File: src/rtl/parking_gate_controller.sv
// ---------------------------------------------------------------------------
// parking_gate_controller
//
// Sequences the entry and exit barriers of an 8-slot car park and owns the
// slot occupancy vector. Entry and exit requesters are arbitrated
// round-robin. An entry gets the lowest free slot, and an exit frees the
// named slot. The selected gate is then held open for GATE_CYCLES cycles.
//
// Ports:
//   clk              system clock, rising edge
//   reset            synchronous, active-high reset
//   entry_req        level request from the entry sensor
//   exit_req         level request from the exit sensor
//   exit_slot[2:0]   slot being vacated, valid while exit_req is high
//   entry_ack        one-cycle pulse: entry served
//   assigned_slot    slot given to the last served entry (held)
//   exit_ack         one-cycle pulse: exit served
//   reject_full      one-cycle pulse: entry refused, park full
//   exit_error       one-cycle pulse: exit refused, slot not occupied
//   entry_gate_open  entry barrier drive
//   exit_gate_open   exit barrier drive
//   occupancy[7:0]   registered occupancy vector (bit i = slot i taken)
//   parked[3:0]      population count of occupancy
//   full             all eight slots occupied
//   busy             controller is not idle
//   dbg_state[1:0]   raw FSM state for debug/observation
//
// Handshake: each req is a level held by its requester until the matching
// ack/reject/error pulse has been seen. The controller samples reqs only in
// IDLE, so a req raised while busy waits for the next idle edge. The
// controller applies no backpressure beyond that.
// ---------------------------------------------------------------------------
module parking_gate_controller #(
   parameter int unsigned GATE_CYCLES    = 4,
   parameter logic [7:0]  INIT_OCCUPANCY = 8'h00
) (
   input  logic       clk,
   input  logic       reset,
   input  logic       entry_req,
   input  logic       exit_req,
   input  logic [2:0] exit_slot,
   output logic       entry_ack,
   output logic [2:0] assigned_slot,
   output logic       exit_ack,
   output logic       reject_full,
   output logic       exit_error,
   output logic       entry_gate_open,
   output logic       exit_gate_open,
   output logic [7:0] occupancy,
   output logic [3:0] parked,
   output logic       full,
   output logic       busy,
   output logic [1:0] dbg_state
);

   typedef enum logic [1:0] {
      IDLE       = 2'd0,
      ENTRY_GATE = 2'd1,
      EXIT_GATE  = 2'd2,
      REJECT     = 2'd3
   } state_t;

   localparam logic [3:0] GATE_LOAD = 4'(GATE_CYCLES);

   state_t     state, state_nxt;
   logic [3:0] cnt, cnt_nxt;
   logic [7:0] occ, occ_nxt;
   logic [2:0] slot_q, slot_nxt;
   // 1 when the most recent selection was the exit side. In REJECT this bit
   // also tells which requester was refused.
   logic       last_exit, last_exit_nxt;
   logic [2:0] free_slot;
   logic       sel_entry;

   // Lowest free slot: scanning from the top lets the lowest index win.
   always_comb begin
      free_slot = 3'd0;
      for (int i = 7; i >= 0; i--) begin
         if (!occ[i]) free_slot = 3'(i);
      end
   end

   always_ff @(posedge clk) begin
      if (reset) begin
         state     <= IDLE;
         cnt       <= 4'd0;
         occ       <= INIT_OCCUPANCY;
         slot_q    <= 3'd0;
         last_exit <= 1'b1;
      end else begin
         state     <= state_nxt;
         cnt       <= cnt_nxt;
         occ       <= occ_nxt;
         slot_q    <= slot_nxt;
         last_exit <= last_exit_nxt;
      end
   end

   always_comb begin
      state_nxt       = state;
      cnt_nxt         = cnt;
      occ_nxt         = occ;
      slot_nxt        = slot_q;
      last_exit_nxt   = last_exit;
      sel_entry       = 1'b0;
      entry_ack       = 1'b0;
      exit_ack        = 1'b0;
      reject_full     = 1'b0;
      exit_error      = 1'b0;
      entry_gate_open = 1'b0;
      exit_gate_open  = 1'b0;

      case (state)
         IDLE: begin
            if (entry_req || exit_req) begin
               // On a tie, serve the side that was not served last.
               sel_entry     = entry_req && (!exit_req || last_exit);
               last_exit_nxt = !sel_entry;
               if (sel_entry) begin
                  if (&occ) begin
                     state_nxt = REJECT;
                  end else begin
                     occ_nxt[free_slot] = 1'b1;
                     slot_nxt           = free_slot;
                     cnt_nxt            = GATE_LOAD;
                     state_nxt          = ENTRY_GATE;
                  end
               end else begin
                  if (!occ[exit_slot]) begin
                     state_nxt = REJECT;
                  end else begin
                     occ_nxt[exit_slot] = 1'b0;
                     cnt_nxt            = GATE_LOAD;
                     state_nxt          = EXIT_GATE;
                  end
               end
            end
         end
         ENTRY_GATE: begin
            entry_gate_open = 1'b1;
            entry_ack       = (cnt == GATE_LOAD);
            cnt_nxt         = cnt - 4'd1;
            if (cnt == 4'd1) state_nxt = IDLE;
         end
         EXIT_GATE: begin
            exit_gate_open = 1'b1;
            exit_ack       = (cnt == GATE_LOAD);
            cnt_nxt        = cnt - 4'd1;
            if (cnt == 4'd1) state_nxt = IDLE;
         end
         REJECT: begin
            reject_full = !last_exit;
            exit_error  = last_exit;
            state_nxt   = IDLE;
         end
         default: state_nxt = IDLE;
      endcase
   end

   // parked and full are derived straight from the register, no extra stage.
   always_comb begin
      parked = 4'd0;
      for (int i = 0; i < 8; i++) begin
         parked = parked + {3'd0, occ[i]};
      end
   end

   assign full          = &occ;
   assign occupancy     = occ;
   assign assigned_slot = slot_q;
   assign busy          = (state != IDLE);
   assign dbg_state     = state;

endmodule

File: config.mk
export PLATFORM = sky130hd
export DESIGN_NAME = parking_gate_controller
export DESIGN_NICKNAME = d
export VERILOG_FILES = /design/src/rtl/parking_gate_controller.sv
export SDC_FILE = /design/constraint.sdc
export NUM_CORES = 1
export LEC_CHECK = 0
export CAP_MARGIN = 30
export CORE_MARGIN = 4
export CORE_UTILIZATION = 50
export DETAILED_ROUTE_END_ITERATION = 7
export PLACE_DENSITY_LB_ADDON = 0.12
export REMOVE_ABC_BUFFERS = 1
export SLEW_MARGIN = 20
export SYNTH_ARGS = -nofsm -noshare
export SYNTH_HDL_FRONTEND = slang
export SYNTH_SLANG_ARGS = --single-unit
File: constraint.sdc
create_clock -name clk -period 3.5 [get_ports clk]
set_clock_uncertainty 0.15 [all_clocks]
set_input_delay 0.525 -clock clk [delete_from_list [all_inputs] [get_ports clk]]
set_output_delay 0.525 -clock clk [all_outputs]
set_load 0.02 [all_outputs]
# --- After elaboration in Yosys (flattened, before gate mapping) ---
# Cells that the tools add are included.
# W data, S select, Z words.
classes:
  n_reduce_logical: 19
  add_sub_neg: 8
  bitwise_logic: 4
  n_lt_le_gt_ge: 4
  eq_ne: 10
  n_mux: 34
op_table:
  columns: ["cell", "n"]
  rows:
  - ["$mux W3", 8]
  - ["$mux W8", 3]
  - ["$add A4 B1 Y4", 4]
  - ["$mux W4", 4]
  - ["$reduce_and A4 Y1", 3]
  - ["$mux W1", 10]
  - ["$and A8 B8 Y8", 1]
  - ["$lt A3 B4 Y1 const B", 2]
  - ["$mux W2", 4]
  - ["$not A8 Y8", 1]
  - ["$or A8 B8 Y8", 1]
  - ["$pmux W4 S2", 1]
  - ["$reduce_and A8 Y1", 1]
  - ["$demux W1 S3", 2]
  - ["$ge A3 B1 Y1 const B", 2]
  - ["$ne A3 B3 Y1 const B", 2]
  - ["$pmux W2 S3", 1]
  - ["$reduce_bool A2 Y1", 3]
  - ["$add A3 B1 Y4", 1]
  - ["$eq A2 B2 Y1 const B", 2]
  - ["$eq A4 B1 Y1 const B", 1]
  - ["$eq A4 B3 Y1 const B", 1]
  - ["$ne A2 B2 Y1 const B", 2]
  - ["$reduce_and A2 Y1", 2]
  - ["12 further kinds", 17]
totals:
  wordCells: 84
  in_bits: 7
  out_inout_bits: 25
  register_bits: 18

# --- Longest topological paths before layout ---
depth:
  word_depth: 15
  depth_mapped: 9
  depth_no_buf: 9

# --- Worst setup path before layout ---
# OpenSTA, ideal clock, no wires.
synth_timing:
  kind: "reg-to-output"
  start: "reg occ[0] (netlist: occupancy[0])"
  end: "out parked[2]"
  n_path_buf: 0
  stages_incl_launch_ff: 10
  path_slack_ns: -0.123
  arrival_ns: 2.948
  cell_sequence: "dfxtp_1 -> fa_1 -> inv_1 -> fa_1 -> fa_1 -> inv_1 -> ha_1 -> inv_1 -> fa_1 -> xnor2_1"
synth_via:
  elab_chain_len: 7
synth_rtl:
  columns: ["item", "line", "text"]
  rows:
  - ["start: declaration", "67", "logic [7:0] occ, occ_nxt;"]
  - ["start signal: assignment", "93", "occ <= occ_nxt;"]
  - ["$add A1 B1 Y2", "164", "parked = parked + {3'd0, occ[i]};"]
  - ["$add A2 B1 Y3", "164", null]
  - ["$add A3 B1 Y4", "164", null]
  - ["$add A4 B1 Y4 (4 in series)", "164", null]
  - ["end: declaration", "50", "output logic [3:0] parked,"]
# No other way between the ends.

# --- Final worst setup path ---
layout_timing:
  start: "reg occ[3] (netlist: occupancy[3])"
  end: "out parked[1]"
layout_via:
  elab_chain_len: 5
layout_rtl:
  columns: ["item", "line"]
  rows:
  - ["$add A3 B1 Y4", "164"]
  - ["$add A4 B1 Y4 (4 in series)", "164"]
# No other way between the ends.

==> results.py <==
metrics = {
    "finish": {
        "areaGrowthSynthToFinish_pct": 30.9,
        "multiInputGateArea_sq_um": 943,
        "seqCellArea_sq_um": 363,
        "nFillCells": 212,
        "final_nets": 224,
        "drive_gt1_share_pct": 16.0,
        "fin_cells": 230,
        "antenna_cells": 0,
    },
    "floorplan": {
        "die_h_um": 60.7,
        "start_util_pct": 54.1,
        "num_rows": 18,
        "ioPinCount": 32,
        "die_w_um": 60.7,
        "die_area_sq_um": 3690,
        "core_sq_um": 2570,
    },
    "power": {
        "p_per_area_nw_per_um2": 547,
        "irDropWorstVdd_mv": 0.362,
        "total_power_w": 0.000994,
        "p_leak_nw": 0.757,
    },
    "timing": {
        "worst_pin_slew_ns": 0.645,
        "relSlewSlack_pct": 56.9,
        "fin_crit_ns": 3.75,
        "hold_viol_final": 0,
        "whs_ns": 0.312,
        "rsz0062_at_grt": "yes",
        "final.setup.tns_ns": -0.592,
        "finalMaxSlewViolations": 0,
        "setup_viol": 3,
        "postLayoutSetupSlackWorst_ns": -0.252,
        "min_period_over_period_pct": 107,
        "fmax_mhz": 267,
    },
    "hold_path": {
        "hold_start": "assigned_slot[2]$_SDFFE_PP0P_",
        "hold_class": "flip-flop to flip-flop",
    },
    "synthesis": {
        "synthTopCellsByArea": "dfxtp_1 (26%), ha_1 (11%), inv_1 (6.2%)",
        "synth_area_per_cell_sq_um": 8.57,
        "ys_async_sr_fraction_pct": 0,
        "netlist_instances": 162,
        "synth_top_area_share_pct": 25.9,
        "synth_most_common_cell": "inv_1",
        "yosysSeqAreaShare_pct": 25.9,
        "synth_top_area_cell": "dfxtp_1",
        "ys_ff_latch": 18,
        "synthDistinctLibCells": 54,
        "synth_warnings": 0,
        "synth_edf_count": 0,
        "synth_area_sq_um": 1390,
        "synth_ff_type": "dfxtp_1",
        "synthTopCellsByCount": "inv_1 (23), dfxtp_1 (18), nor2_1 (13)",
    },
    "cts": {
        "cts-htree-levels": 1,
        "hold_buffers": 0,
        "cts_buffers": 3,
        "cts_sinks": 18,
        "clkTransAtPathRegs_ns": 0.12,
        "cts_root_buffer": "clkbuf_4",
        "clk_path_buf_depth": 2,
        "clk-insertion-delay-late_ns": 0.31,
        "cts_tree": "built",
    },
    "routing": {
        "wl_per_cell_um": 15.8,
        "drt_iter0_drc": 56,
        "drc": 0,
        "ant_nets": 0,
        "vias": 1388,
        "via_per_inst": 6.03,
        "drt_wl_total_um": 3630,
        "firstDrtPassIters": 4,
    },
    "critical_path": {
        "critPathCapture": "parked[1]",
        "crit_arrival_ns": 3.08,
        "critical_path.startpoint_type": "flip-flop",
        "startpoint": "occupancy[3]$_SDFFE_PP0P_",
        "worst-setup-path-type": "flip-flop to output pin",
        "end_kind": "output pin",
        "r2r-start": "occupancy[0]$_SDFFE_PP0P_",
        "r2r_cells": 7,
        "cp_slowest_stage_delay_ns": 0.53,
        "crit_chain": "fa_1, inv_1, fa_1, fa_1, inv_2, ha_4, inv_2, fa_2, inv_1, buf_2",
        "rrSetupSlack_ns": 1.19,
        "crit_fanout": 2,
        "cp_common_cell": "fa_1",
        "critPathRequiredTime_ns": 2.82,
        "cp_slowest_cell": "fa_1",
        "r2r-end": "occupancy[6]$_SDFFE_PP0P_",
    },
    "grt": {
        "globalRouteTotalUtil_pct": 22.7,
        "antenna_found_initial": 0,
        "grt_pass1_wl_um": 6380,
        "first_global_vias": 1423,
        "overflow": 0,
        "grt_max_degree": 17,
    },
    "run_status": {
        "status": "finished with violations",
        "violations": "negative setup slack",
    },
    "placed_design": {
        "numPortBuffers": 31,
        "dpl_worst_slack_ns": -0.453,
        "dp_cells": 224,
        "gp_congestion": 0.911,
        "dp.final_hpwl_um": 2750,
    },
    "flow_run": {
        "maxCapViolCount": 0,
    },
}
## how the worst min path moves through the flow
stage | endpoint | cells after the start
floorplan | last_exit$_SDFFE_PP1P_ | 2
global placement | assigned_slot[2]$_SDFFE_PP0P_ | 2
detailed placement | assigned_slot[2]$_SDFFE_PP0P_ | 2
CTS | assigned_slot[2]$_SDFFE_PP0P_ | 2
global route | assigned_slot[2]$_SDFFE_PP0P_ | 2
finish | assigned_slot[2]$_SDFFE_PP0P_ | 2
## worst max-delay path, delay by kind of cell (launching register included)
family	cells	cell delay, ns
fa+ha+maj	5	2.08
flops	1	0.35
buf+inv	5	0.33
## timing repair
action                                  4_1_cts  5_1_grt
resized for setup                            14       13
pin swaps                                     1        2
endpoints found under the setup margin        4        4
setup buffers                                 0        2
## layer usage
metal  up-vias  global-route usage, %  share of wire (%)
li1        660                      -                  -
met1       659                   27.4                 40
met2        58                   39.4                 51
met3        11                   3.83                6.1
met4         0                   9.91                2.9
met5         -                      0                  0
## state kept, by name (all words and copies together) (netlist names)
register / cells
occupancy: 8
cnt: 4
assigned_slot: 3
dbg_state: 2
last_exit: 1
## cells in the final DEF, fill, tap and decap left out, types with 2 or more instances in the layout
cell              n
clkdlybuf4s50_1  27
inv_1            21
dfxtp_1          16
nor2_1           13
nand2_1          11
ha_1             11
buf_4             8
a21oi_1           6
nand3_1           4
o21ai_1           4
mux2i_1           4
o21ai_0           4
a22oi_1           3
nor3_1            3
a31oi_1           3
o211ai_1          3
o311ai_0          3
fa_1              3
clkbuf_4          3
inv_2             2
nor2b_1           2
nand4_1           2
and4_1            2
nand2b_1          2
dfxtp_2           2
## stage by stage
| stage | util [%] | cell area [sq um] |
|---|---|---|
| floorplan | - | 1360 |
| global placement | 68.1 | 1750 |
| detailed placement | 68.1 | 1750 |
| CTS | 69.6 | 1790 |
| global route | 70.8 | 1820 |
| finish | 70.8 | 1820 |
## final cells by class
type / count / share of cell area, %
Timing Repair Buffer: 38 / 19.3
Inverter: 23 / 4.75
Clock buffer: 4 / 2.00
Tap cell: 30 / 2.06
Sequential cell: 18 / 20.0
Multi-Input combinational cell: 117 / 51.9
## power breakdown
group          leakage, nW  total [W]  internal, W  switching (W)
Clock               0.0210   0.000138    0.0000636      0.0000747
Sequential           0.148   0.000294     0.000248      0.0000455
Combinational        0.588   0.000562     0.000237       0.000325
## cell families after synthesis
group           share of synthesized area, %
simple gates                            19.0
compound gates                          25.9
buf+inv                                 8.02
flops                                   25.9
fa+ha+maj                               16.6
mux                                     3.96
xor+xnor                               0.631
Power figures use the tool's default switching activity.
